$ cat config.mk
export PLATFORM = sky130hd
export DESIGN_NAME = pq_req_arb_flat
export DESIGN_NICKNAME = d
export VERILOG_FILES = /design/src/rtl/pq_req_arb_if.sv /design/src/rtl/pq_req_arb.sv /design/src/flat_wrapper.sv
export SDC_FILE = /design/constraint.sdc
export NUM_CORES = 1
export LEC_CHECK = 0
export BUFFER_PORTS_ARGS = -buffer_cell sky130_fd_sc_hd__buf_4
export CAP_MARGIN = 10
export CORE_MARGIN = 5
export CORE_UTILIZATION = 46
export CTS_CLUSTER_DIAMETER = 80
export DETAILED_ROUTE_END_ITERATION = 10
export GPL_TIMING_DRIVEN = 0
export HOLD_SLACK_MARGIN = 0.12
export PLACE_DENSITY = 0.77
export SLEW_MARGIN = 20
export SYNTH_ARGS = -nofsm -noshare
export SYNTH_HDL_FRONTEND = slang
export SYNTH_SLANG_ARGS = --single-unit
$ cat constraint.sdc
create_clock -name clk -period 2.1 [get_ports clk]
set_clock_uncertainty 0.05 [all_clocks]
set_input_delay 0.105 -clock clk [delete_from_list [all_inputs] [get_ports clk]]
set_output_delay 0.105 -clock clk [all_outputs]
set_load 0.01 [all_outputs]
$ cat src/rtl/pq_req_arb_if.sv
// Bus between pq_req_arb, its NREQ requesters and the shared priority queue.
// The arbiter uses the slave modport; the requester/queue side uses master.
interface pq_req_arb_if #(
    parameter int unsigned NREQ      = 4,
    parameter int unsigned KEY_WIDTH = 8,
    parameter int unsigned VAL_WIDTH = 8
);
    localparam int unsigned KVW = KEY_WIDTH + VAL_WIDTH;
    localparam int unsigned IDW = $clog2(NREQ);

    // requester side
    logic [NREQ-1:0]     req_enq;
    logic [NREQ-1:0]     req_deq;
    logic [NREQ*KVW-1:0] req_kv;
    logic [NREQ-1:0]     grant;
    logic                rsp_valid;
    logic [IDW-1:0]      rsp_id;
    logic [KVW-1:0]      rsp_kv;

    // queue side
    logic                pq_enq;
    logic                pq_deq;
    logic [KVW-1:0]      pq_kv_in;
    logic [KVW-1:0]      pq_kv_out;
    logic                pq_busy;
    logic                pq_full;
    logic                pq_empty;

    logic                err;

    modport slave (
        input  req_enq, req_deq, req_kv, pq_kv_out, pq_busy, pq_full, pq_empty,
        output grant, rsp_valid, rsp_id, rsp_kv, pq_enq, pq_deq, pq_kv_in, err
    );

    modport master (
        output req_enq, req_deq, req_kv, pq_kv_out, pq_busy, pq_full, pq_empty,
        input  grant, rsp_valid, rsp_id, rsp_kv, pq_enq, pq_deq, pq_kv_in, err
    );
endinterface

$ cat src/rtl/pq_req_arb.sv
// Round-robin arbiter serializing NREQ requesters' enqueue/dequeue commands onto one shared
// priority queue. Define PQ_ARB_TIMEOUT_EN to abort a WAIT after 255 busy cycles and raise sticky err.
module pq_req_arb #(
    parameter int unsigned NREQ      = 4,
    parameter int unsigned KEY_WIDTH = 8,
    parameter int unsigned VAL_WIDTH = 8
) (
    input  logic        clk,
    input  logic        rst,
    pq_req_arb_if.slave bus
);
    localparam int unsigned    KVW     = KEY_WIDTH + VAL_WIDTH;
    localparam int unsigned    IDW     = $clog2(NREQ);
    localparam logic [IDW-1:0] LAST_ID = IDW'(NREQ - 1);

    typedef enum logic [1:0] {
        IDLE  = 2'd0,
        ISSUE = 2'd1,
        WAIT  = 2'd2,
        RESP  = 2'd3
    } state_t;

    state_t          state;
    logic [IDW-1:0]  rr_ptr;
    logic [IDW-1:0]  cur_id;
    logic            cur_enq;

    logic [NREQ-1:0] elig_enq_c;
    logic [NREQ-1:0] elig_deq_c;
    logic [KVW-1:0]  req_kv_c [NREQ];
    logic            sel_found_c;
    logic [IDW-1:0]  sel_id_c;
    logic            sel_enq_c;
    logic [KVW-1:0]  sel_kv_c;
    logic [IDW-1:0]  next_ptr_c;

`ifdef PQ_ARB_TIMEOUT_EN
    logic [7:0]      wait_cnt;
    logic            err_q;
`endif

    // Unpack the flat per-requester kv bus.
    always_comb begin
        for (int unsigned i = 0; i < NREQ; i++) begin
            req_kv_c[i] = bus.req_kv[i*KVW +: KVW];
        end
    end

    // First eligible requester at or after rr_ptr; enqueue beats dequeue for the same requester.
    always_comb begin
        logic [IDW-1:0] cand;
        elig_enq_c  = bus.req_enq & {NREQ{~bus.pq_full}};
        elig_deq_c  = bus.req_deq & {NREQ{~bus.pq_empty}};
        sel_found_c = 1'b0;
        sel_id_c    = '0;
        sel_enq_c   = 1'b0;
        sel_kv_c    = '0;
        cand        = '0;
        for (int unsigned k = 0; k < NREQ; k++) begin
            cand = IDW'((32'(rr_ptr) + k) % NREQ);
            if (!sel_found_c && (elig_enq_c[cand] || elig_deq_c[cand])) begin
                sel_found_c = 1'b1;
                sel_id_c    = cand;
                sel_enq_c   = elig_enq_c[cand];
                sel_kv_c    = req_kv_c[cand];
            end
        end
    end

    always_comb begin
        next_ptr_c = (cur_id == LAST_ID) ? '0 : cur_id + IDW'(1);
    end

    // Command and response outputs are registered so they coincide with ISSUE and RESP.
    always_ff @(posedge clk or posedge rst) begin
        if (rst) begin
            state         <= IDLE;
            rr_ptr        <= '0;
            cur_id        <= '0;
            cur_enq       <= 1'b0;
            bus.grant     <= '0;
            bus.pq_enq    <= 1'b0;
            bus.pq_deq    <= 1'b0;
            bus.pq_kv_in  <= '0;
            bus.rsp_valid <= 1'b0;
            bus.rsp_id    <= '0;
            bus.rsp_kv    <= '0;
`ifdef PQ_ARB_TIMEOUT_EN
            wait_cnt      <= '0;
            err_q         <= 1'b0;
`endif
        end else begin
            bus.grant     <= '0;
            bus.pq_enq    <= 1'b0;
            bus.pq_deq    <= 1'b0;
            bus.pq_kv_in  <= '0;
            bus.rsp_valid <= 1'b0;
            case (state)
                IDLE: begin
                    if (sel_found_c) begin
                        cur_id       <= sel_id_c;
                        cur_enq      <= sel_enq_c;
                        bus.grant    <= NREQ'(1) << sel_id_c;
                        bus.pq_enq   <= sel_enq_c;
                        bus.pq_deq   <= ~sel_enq_c;
                        bus.pq_kv_in <= sel_enq_c ? sel_kv_c : '0;
                        state        <= ISSUE;
                    end
                end
                ISSUE: begin
                    rr_ptr   <= next_ptr_c;
`ifdef PQ_ARB_TIMEOUT_EN
                    wait_cnt <= '0;
`endif
                    state    <= WAIT;
                end
                WAIT: begin
                    if (!bus.pq_busy) begin
                        if (cur_enq) begin
                            state <= IDLE;
                        end else begin
                            bus.rsp_kv    <= bus.pq_kv_out;
                            bus.rsp_id    <= cur_id;
                            bus.rsp_valid <= 1'b1;
                            state         <= RESP;
                        end
                    end
`ifdef PQ_ARB_TIMEOUT_EN
                    else begin
                        // 255th busy cycle: give up on the queue without a response.
                        wait_cnt <= wait_cnt + 8'd1;
                        if (wait_cnt == 8'd254) begin
                            err_q <= 1'b1;
                            state <= IDLE;
                        end
                    end
`endif
                end
                RESP: begin
                    state <= IDLE;
                end
                default: begin
                    state <= IDLE;
                end
            endcase
        end
    end

`ifdef PQ_ARB_TIMEOUT_EN
    assign bus.err = err_q;
`else
    assign bus.err = 1'b0;
`endif

endmodule
$ cat src/flat_wrapper.sv
// flat-port wrapper written by rule: the top's interface ports become plain ports
module pq_req_arb_flat 
#(
    parameter int unsigned NREQ      = 4,
    parameter int unsigned KEY_WIDTH = 8,
    parameter int unsigned VAL_WIDTH = 8
)
  (clk, rst, bus_req_enq, bus_req_deq, bus_req_kv, bus_pq_kv_out, bus_pq_busy, bus_pq_full, bus_pq_empty, bus_grant, bus_rsp_valid, bus_rsp_id, bus_rsp_kv, bus_pq_enq, bus_pq_deq, bus_pq_kv_in, bus_err);
  pq_req_arb_if #(.NREQ(NREQ), .KEY_WIDTH(KEY_WIDTH), .VAL_WIDTH(VAL_WIDTH)) bus_i ();
  input  logic clk;
  input  logic rst;
  input wire logic [$bits(bus_i.req_enq)-1:0] bus_req_enq;
  input wire logic [$bits(bus_i.req_deq)-1:0] bus_req_deq;
  input wire logic [$bits(bus_i.req_kv)-1:0] bus_req_kv;
  input wire logic [$bits(bus_i.pq_kv_out)-1:0] bus_pq_kv_out;
  input wire logic [$bits(bus_i.pq_busy)-1:0] bus_pq_busy;
  input wire logic [$bits(bus_i.pq_full)-1:0] bus_pq_full;
  input wire logic [$bits(bus_i.pq_empty)-1:0] bus_pq_empty;
  output wire logic [$bits(bus_i.grant)-1:0] bus_grant;
  output wire logic [$bits(bus_i.rsp_valid)-1:0] bus_rsp_valid;
  output wire logic [$bits(bus_i.rsp_id)-1:0] bus_rsp_id;
  output wire logic [$bits(bus_i.rsp_kv)-1:0] bus_rsp_kv;
  output wire logic [$bits(bus_i.pq_enq)-1:0] bus_pq_enq;
  output wire logic [$bits(bus_i.pq_deq)-1:0] bus_pq_deq;
  output wire logic [$bits(bus_i.pq_kv_in)-1:0] bus_pq_kv_in;
  output wire logic [$bits(bus_i.err)-1:0] bus_err;
  assign bus_i.req_enq = bus_req_enq;
  assign bus_i.req_deq = bus_req_deq;
  assign bus_i.req_kv = bus_req_kv;
  assign bus_i.pq_kv_out = bus_pq_kv_out;
  assign bus_i.pq_busy = bus_pq_busy;
  assign bus_i.pq_full = bus_pq_full;
  assign bus_i.pq_empty = bus_pq_empty;
  assign bus_grant = bus_i.grant;
  assign bus_rsp_valid = bus_i.rsp_valid;
  assign bus_rsp_id = bus_i.rsp_id;
  assign bus_rsp_kv = bus_i.rsp_kv;
  assign bus_pq_enq = bus_i.pq_enq;
  assign bus_pq_deq = bus_i.pq_deq;
  assign bus_pq_kv_in = bus_i.pq_kv_in;
  assign bus_err = bus_i.err;
  pq_req_arb #(.NREQ(NREQ), .KEY_WIDTH(KEY_WIDTH), .VAL_WIDTH(VAL_WIDTH)) u_core (.clk(clk), .rst(rst), .bus(bus_i));
endmodule
==> impl_metrics.csv, run 1 <==
group,metric,value,unit
placement,dp_hpwl,9570,µm
final_layout,layoutNonFillerInstCount,718,
worst_setup_path,worstReg2RegStart,"u_core.rr_ptr[0]$_DFFE_PP0N_",
worst_setup_path,critPathMaxFanout,8,
route,via_per_inst,5.98,
worst_setup_path,worstPathRequired,2.30,ns
outcome,violations,"negative setup slack",
die,ios,135,
cts,clkTransAtPathRegs,0.10,ns
global_route,grt_overflow_total,0,
logic_synthesis,yosysUniqueCellTypes,49,
route,wl_per_cell,20.0,µm
final_layout,diodes,0,
cts,cts_tree,"yes",
global_route,grt_max_degree,36,
logic_synthesis,synth_flop_cell,"dfrtp_1",
hold_path,hold_class,"input pin to asynchronous set/reset pin",
job,maxCapViolations,0,
worst_setup_path,cp.arrival,2.66,ns
global_route,antenna_found_initial,0,
timing,final.min_clock_period,2.46,ns
die,initial_core_util,47.4,%
cts,cts_root_buffer,"clkbuf_8",
timing,slew_violations,0,
logic_synthesis,synth_top_area_share,30.7,%
timing,timing.fmax,407,MHz
logic_synthesis,syn_area_per_cell,9.04,µm²
timing,relSlewSlack,47.4,%
outcome,status,"complete, but fails checks",
logic_synthesis,yosys_warnings,0,
die,core_region_area,8260,µm²
final_layout,drive_gt1_share,45.4,%
route,wl,14300,µm
route,ant_nets,0,
cts,cts_buffers,5,
final_layout,syn_to_final_growth,50.4,%
die,rows,33,
logic_synthesis,synth_area,3920,µm²
route,route.detailed.drc,0,
placement,routabilityCongestion,0.911,
die,die_x,102,µm
die,dieArea,10500,µm²
timing,setup_viol,25,
timing,fin_ws,-0.357,ns
worst_setup_path,crit_start,"u_core.rr_ptr[0]$_DFFE_PP0N_",
logic_synthesis,synth.area.top_cells,"dfrtp_1 (31%), mux2_2 (13%), mux2i_1 (12%), o21ai_0 (5.2%), a211oi_1 (4.2%)",
timing,fin_crit_sh,117,%
timing,hold_violations,0,
timing,rsz0062_at_grt,"true",
final_layout,fillers,594,
final_layout,fin_nets,706,
die,die_y,102,µm
pwr,ir_drop,0.000932,V
worst_setup_path,crit_type,"register to register",
worst_setup_path,end_kind,"register",
pwr,p_per_area,1440,nW/µm²
cts,clock_sinks,48,
global_route,grt_pass1_wl,21500,µm
logic_synthesis,synth_top_cell_by_area,"dfrtp_1",
route,vias,4293,
logic_synthesis,synth-edff-count,0,
cts,clock_latency,0.31,ns
route,dr.first_iter.drc_count,290,
route,first_pass_iters,5,
placement,place_inst,671,
global_route,grt_usage,25.9,%
logic_synthesis,yosysSeqAreaShare,30.7,%
global_route,grt_pass1_vias,4343,
cts,clock_path_buffers,2,
final_layout,final_common_cell,"buf_4",
timing,setup_tns,-6.43,ns
cts,ctsHtreeMaxLevel,2,
logic_synthesis,synth_nets,527,
logic_synthesis,async_flop_share,100,%
logic_synthesis,synth_seq_cells,48,
timing,worstMarginPinSlew,0.789,ns
logic_synthesis,postSynthCellCount,433,
placement,port_buffers,132,
pwr,leakage,0.00263,µW
final_layout,final_cell_mix,"buf_4 (156), dfrtp_1 (47), mux2_2 (44)",
worst_setup_path,critPathLaunchType,"register",
[sequential cells by signal, summed over array words and instances, names as in the netlist]
signal                flops
u_core.bus.pq_kv_in      16
u_core.bus.rsp_kv        16
u_core.bus.grant          4
u_core.bus.rsp_id         2
u_core.cur_id             2
u_core.rr_ptr             2
u_core.state              2
u_core.bus.pq_deq         1
u_core.bus.pq_enq         1
u_core.bus.rsp_valid      1
u_core.cur_enq            1
[Yosys cell counts (7+ instances only)]
cell type	instances
nand2_1	31
nor2_1	35
buf_2	12
o21ai_0	41
a211oi_1	22
o22a_1	12
nor3_1	24
mux2i_1	48
mux2_2	45
a21oi_1	23
o31a_1	7
buf_1	9
o311a_1	10
dfrtp_1	48
clkbuf_1	13
[what timing repair did]
action,CTS,global route
resized for setup,29,24
cloned,0,2
setup endpoints to repair,34,35
pin swaps,3,9
hold buffers,18,0
setup buffers,12,7
hold endpoints to repair,66,0
[metrics by stage]
step	util [%]	area (µm²)	total power [µW]	worst slack, ns	hold WS (ns)
floorplan	-	4090	5280	-0.0942	0.161
global placement	63.1	5210	6800	-0.530	0.271
detailed placement	63.3	5230	6960	-0.606	0.0444
CTS	69.3	5720	8000	-0.275	0.252
global route	71.3	5890	8960	-0.414	0.288
finish	71.3	5890	8480	-0.357	0.247
[routing by layer]
metal,routed length [µm],global-route usage [%],up-vias
li1,-,-,1992
met1,5640,33.2,2066
met2,7430,45.1,206
met3,1010,4.23,29
met4,250,7.16,0
met5,0,0,-
[final timing paths]
| kind | slack, ns | to | cells after the start |
|---|---|---|---|
| min | 0.25 | u_core.bus.pq_kv_in[5]$_DFF_PP0_ | 3 |
| max in group asynchronous | 1.25 | u_core.rr_ptr[0]$_DFFE_PP0N_ | 4 |
| min reg2reg | 0.47 | u_core.bus.rsp_kv[12]$_DFFE_PP0P_ | 1 |
| max | -0.36 | u_core.bus.pq_kv_in[14]$_DFF_PP0_ | 8 |
| max reg2reg | -0.36 | u_core.bus.pq_kv_in[14]$_DFF_PP0_ | 8 |
| min in group clk | 0.28 | u_core.bus.pq_kv_in[9]$_DFF_PP0_ | 5 |
[power by group]
group | internal, µW | switching [µW]
Combinational | 2920 | 3380
Sequential | 1340 | 221
Clock | 270 | 344
Total | 4540 | 3940
[cell families (layout without fill, tap and decap cells)]
logic type,count (synthesis),in the layout,synth area share (%)
AO/OA/AOI/OAI,138,138,25.0
AND/OR/NAND/NOR,105,105,11.9
multiplexers,97,97,26.8
flip-flops,48,48,30.7
buffers and inverters,42,222,4.89
adder cells (fa/ha/maj),1,1,0.320
other,1,1,0.0958
XOR/XNOR,1,1,0.224
[layout make-up]
type	count	area [µm²]	share of cell area (%)
Clock buffer	6	82.6	1.40
Tap cell	105	131	2.23
Clock inverter	2	13.8	0.234
Sequential cell	48	1200	20.4
Buffer	37	244	4.14
Inverter	5	18.8	0.319
Multi-Input combinational cell	343	2800	47.6
Timing Repair Buffer	172	1390	23.7
[worst max-delay path, cell delays in order, from the launching register on]
cell,delay [ns]
dfrtp_2,0.42
clkbuf_16,0.18
mux2i_4,0.29
o22ai_4,0.15
mux2_4,0.35
a31o_2,0.25
a41oi_4,0.33
buf_6,0.18
o311a_1,0.19
No activity file was read; power rests on OpenSTA's default activity.
==> run 2, diff against run 1 <==
Settings changed: SKIP_LAST_GASP set to 1.
==> impl_metrics.csv, run 2 (synthesis gave the netlist of run 1 again) <==
group,metric,value,unit
placement,port_buffers,132,
pwr,p_per_area,1440,nW/µm²
worst_setup_path,cp.arrival,2.64,ns
final_layout,drive_gt1_share,44.6,%
global_route,antenna_found_initial,0,
final_layout,final_cell_mix,"buf_4 (152), dfrtp_1 (47), mux2_2 (44)",
placement,detailed_place.area,5230,µm²
timing,fin_ws,-0.345,ns
worst_setup_path,end_kind,"register",
global_route,met1_usage,33.3,%
die,ios,135,
cts,clock_latency,0.31,ns
timing,relSlewSlack,48.0,%
placement,post-place-ws,-0.606,ns
pwr,power_frac_comb,74.1,%
pwr,sequentialPowerShare,18.6,%
final_layout,regArea,1200,µm²
job,maxCapViolations,0,
route,vias,4309,
final_layout,fillers,601,
pwr,p_total,8390,µW
worst_setup_path,critPathLaunchType,"register",
cts,clkTransAtPathRegs,0.10,ns
pwr,ir_drop,0.000850,V
cts,cts_buffers,5,
route,wl,14100,µm
cts,ctsHtreeMaxLevel,2,
cts,clock_path_buffers,2,
timing,hold_violations,0,
die,core_region_area,8260,µm²
timing,fin_crit_sh,116,%
worst_setup_path,worstPathRequired,2.29,ns
outcome,violations,"negative setup slack",
global_route,grt-busiest-layer,"met2",
global_route,grt_pass1_vias,4337,
pwr,switchingPower,3900,µW
final_layout,diodes,0,
timing,setup_viol,25,
timing,whs,0.252,ns
die,die_x,102,µm
pwr,leakage,0.00261,µW
route,ant_nets,0,
timing,timing.fmax,409,MHz
final_layout,fin_area,5840,µm²
route,wl_per_cell,19.7,µm
cts,clock_sinks,48,
global_route,grt_pass1_wl,21500,µm
global_route,use_met3,4.16,%
route,route.detailed.drc,0,
die,rows,33,
die,initial_core_util,47.4,%
timing,final.min_clock_period,2.45,ns
global_route,grtUsageMet2,45.3,%
global_route,grt_usage,25.9,%
timing,slew_violations,0,
placement,routabilityCongestion,0.911,
pwr,p_int,4490,µW
hold_path,hold_class,"input pin to asynchronous set/reset pin",
die,die_y,102,µm
global_route,grt_overflow_total,0,
final_layout,fin_nets,703,
pwr,p_sw_share,46.5,%
cts,cts_root_buffer,"clkbuf_8",
cts,cts_tree,"yes",
pwr,p_clk_share,7.3,%
placement,dp_hpwl,9570,µm
final_layout,syn_to_final_growth,49.3,%
die,dieArea,10500,µm²
final_layout,multi_input_area,2790,µm²
worst_setup_path,critPathMaxFanout,10,
route,dr.first_iter.drc_count,268,
route,via_per_inst,6.03,
final_layout,reg_top3,"u_core.bus.pq_kv_in: 16 flops, u_core.bus.rsp_kv: 16 flops, u_core.bus.grant: 4 flops",
route,first_pass_iters,5,
global_route,grt_max_degree,36,
timing,rsz0062_at_grt,"true",
worst_setup_path,crit_type,"register to register",
final_layout,final_util,70.8,%
timing,worstMarginPinSlew,0.781,ns
final_layout,final_common_cell,"buf_4",
outcome,status,"complete, but fails checks",
[run 2: final cells by class]
class	count	share of cell area, %
flip-flops and latches	48	20.6
plain buffers	37	4.26
repair buffers	169	23.2
clock inverters	2	0.235
multi-input cells	343	47.7
clock buffers	6	1.41
inverters	5	0.321
well taps	105	2.25
[run 2: what timing repair did]
item                                    CTS  global route
gates cloned                              0             2
endpoints found under the setup margin   34            35
hold buffers                             18             0
setup buffers                            12             4
pin swaps                                 3             8
endpoints found under the hold margin    66             0
resized for setup                        27            24
[run 2: worst max-delay path, stage by stage (launching register included)]
cell and delay, ns:
dfrtp_2 0.42, clkbuf_16 0.18, mux2i_4 0.26, o22ai_4 0.16, mux2_4 0.36, a31o_2 0.25, a41oi_4 0.32, buf_6 0.18
o311a_1 0.19
[run 2: layer usage]
layer  part of all wire, %  vias up
li1                      -     1993
met1                    40     2081
met2                    51      209
met3                   7.7       26
met4                   1.9        0
met5                     0        -
[run 2: per-stage QoR]
step	setup TNS, ns	cells
floorplan	-1.33	433
global placement	-10.49	670
detailed placement	-12.48	671
CTS	-4.95	709
global route	-7.98	715
finish	-6.08	715
[run 2: power by group through the flow]
stage | clock network (µW) | logic [µW] | registers, µW
finish | 612 | 6210 | 1560
global route | 652 | 6630 | 1610
CTS | 626 | 5830 | 1540
detailed placement | 0 | 5410 | 1550
global placement | 0 | 5270 | 1530
floorplan | 0 | 3580 | 1700
[run 2: path summary, 6_finish.rpt]
kind | startpoint | end | slack, ns | cells after the start
min in group clk | bus_req_kv[9] | u_core.bus.pq_kv_in[9]$_DFF_PP0_ | 0.29 | 6
max | u_core.rr_ptr[0]$_DFFE_PP0N_ | u_core.bus.pq_kv_in[14]$_DFF_PP0_ | -0.35 | 8
max reg2reg | u_core.rr_ptr[0]$_DFFE_PP0N_ | u_core.bus.pq_kv_in[14]$_DFF_PP0_ | -0.35 | 8
min reg2reg | u_core.bus.rsp_kv[12]$_DFFE_PP0P_ | u_core.bus.rsp_kv[12]$_DFFE_PP0P_ | 0.46 | 1
max in group asynchronous | rst | u_core.rr_ptr[0]$_DFFE_PP0N_ | 1.25 | 4
min | rst | u_core.bus.rsp_kv[3]$_DFFE_PP0P_ | 0.25 | 3
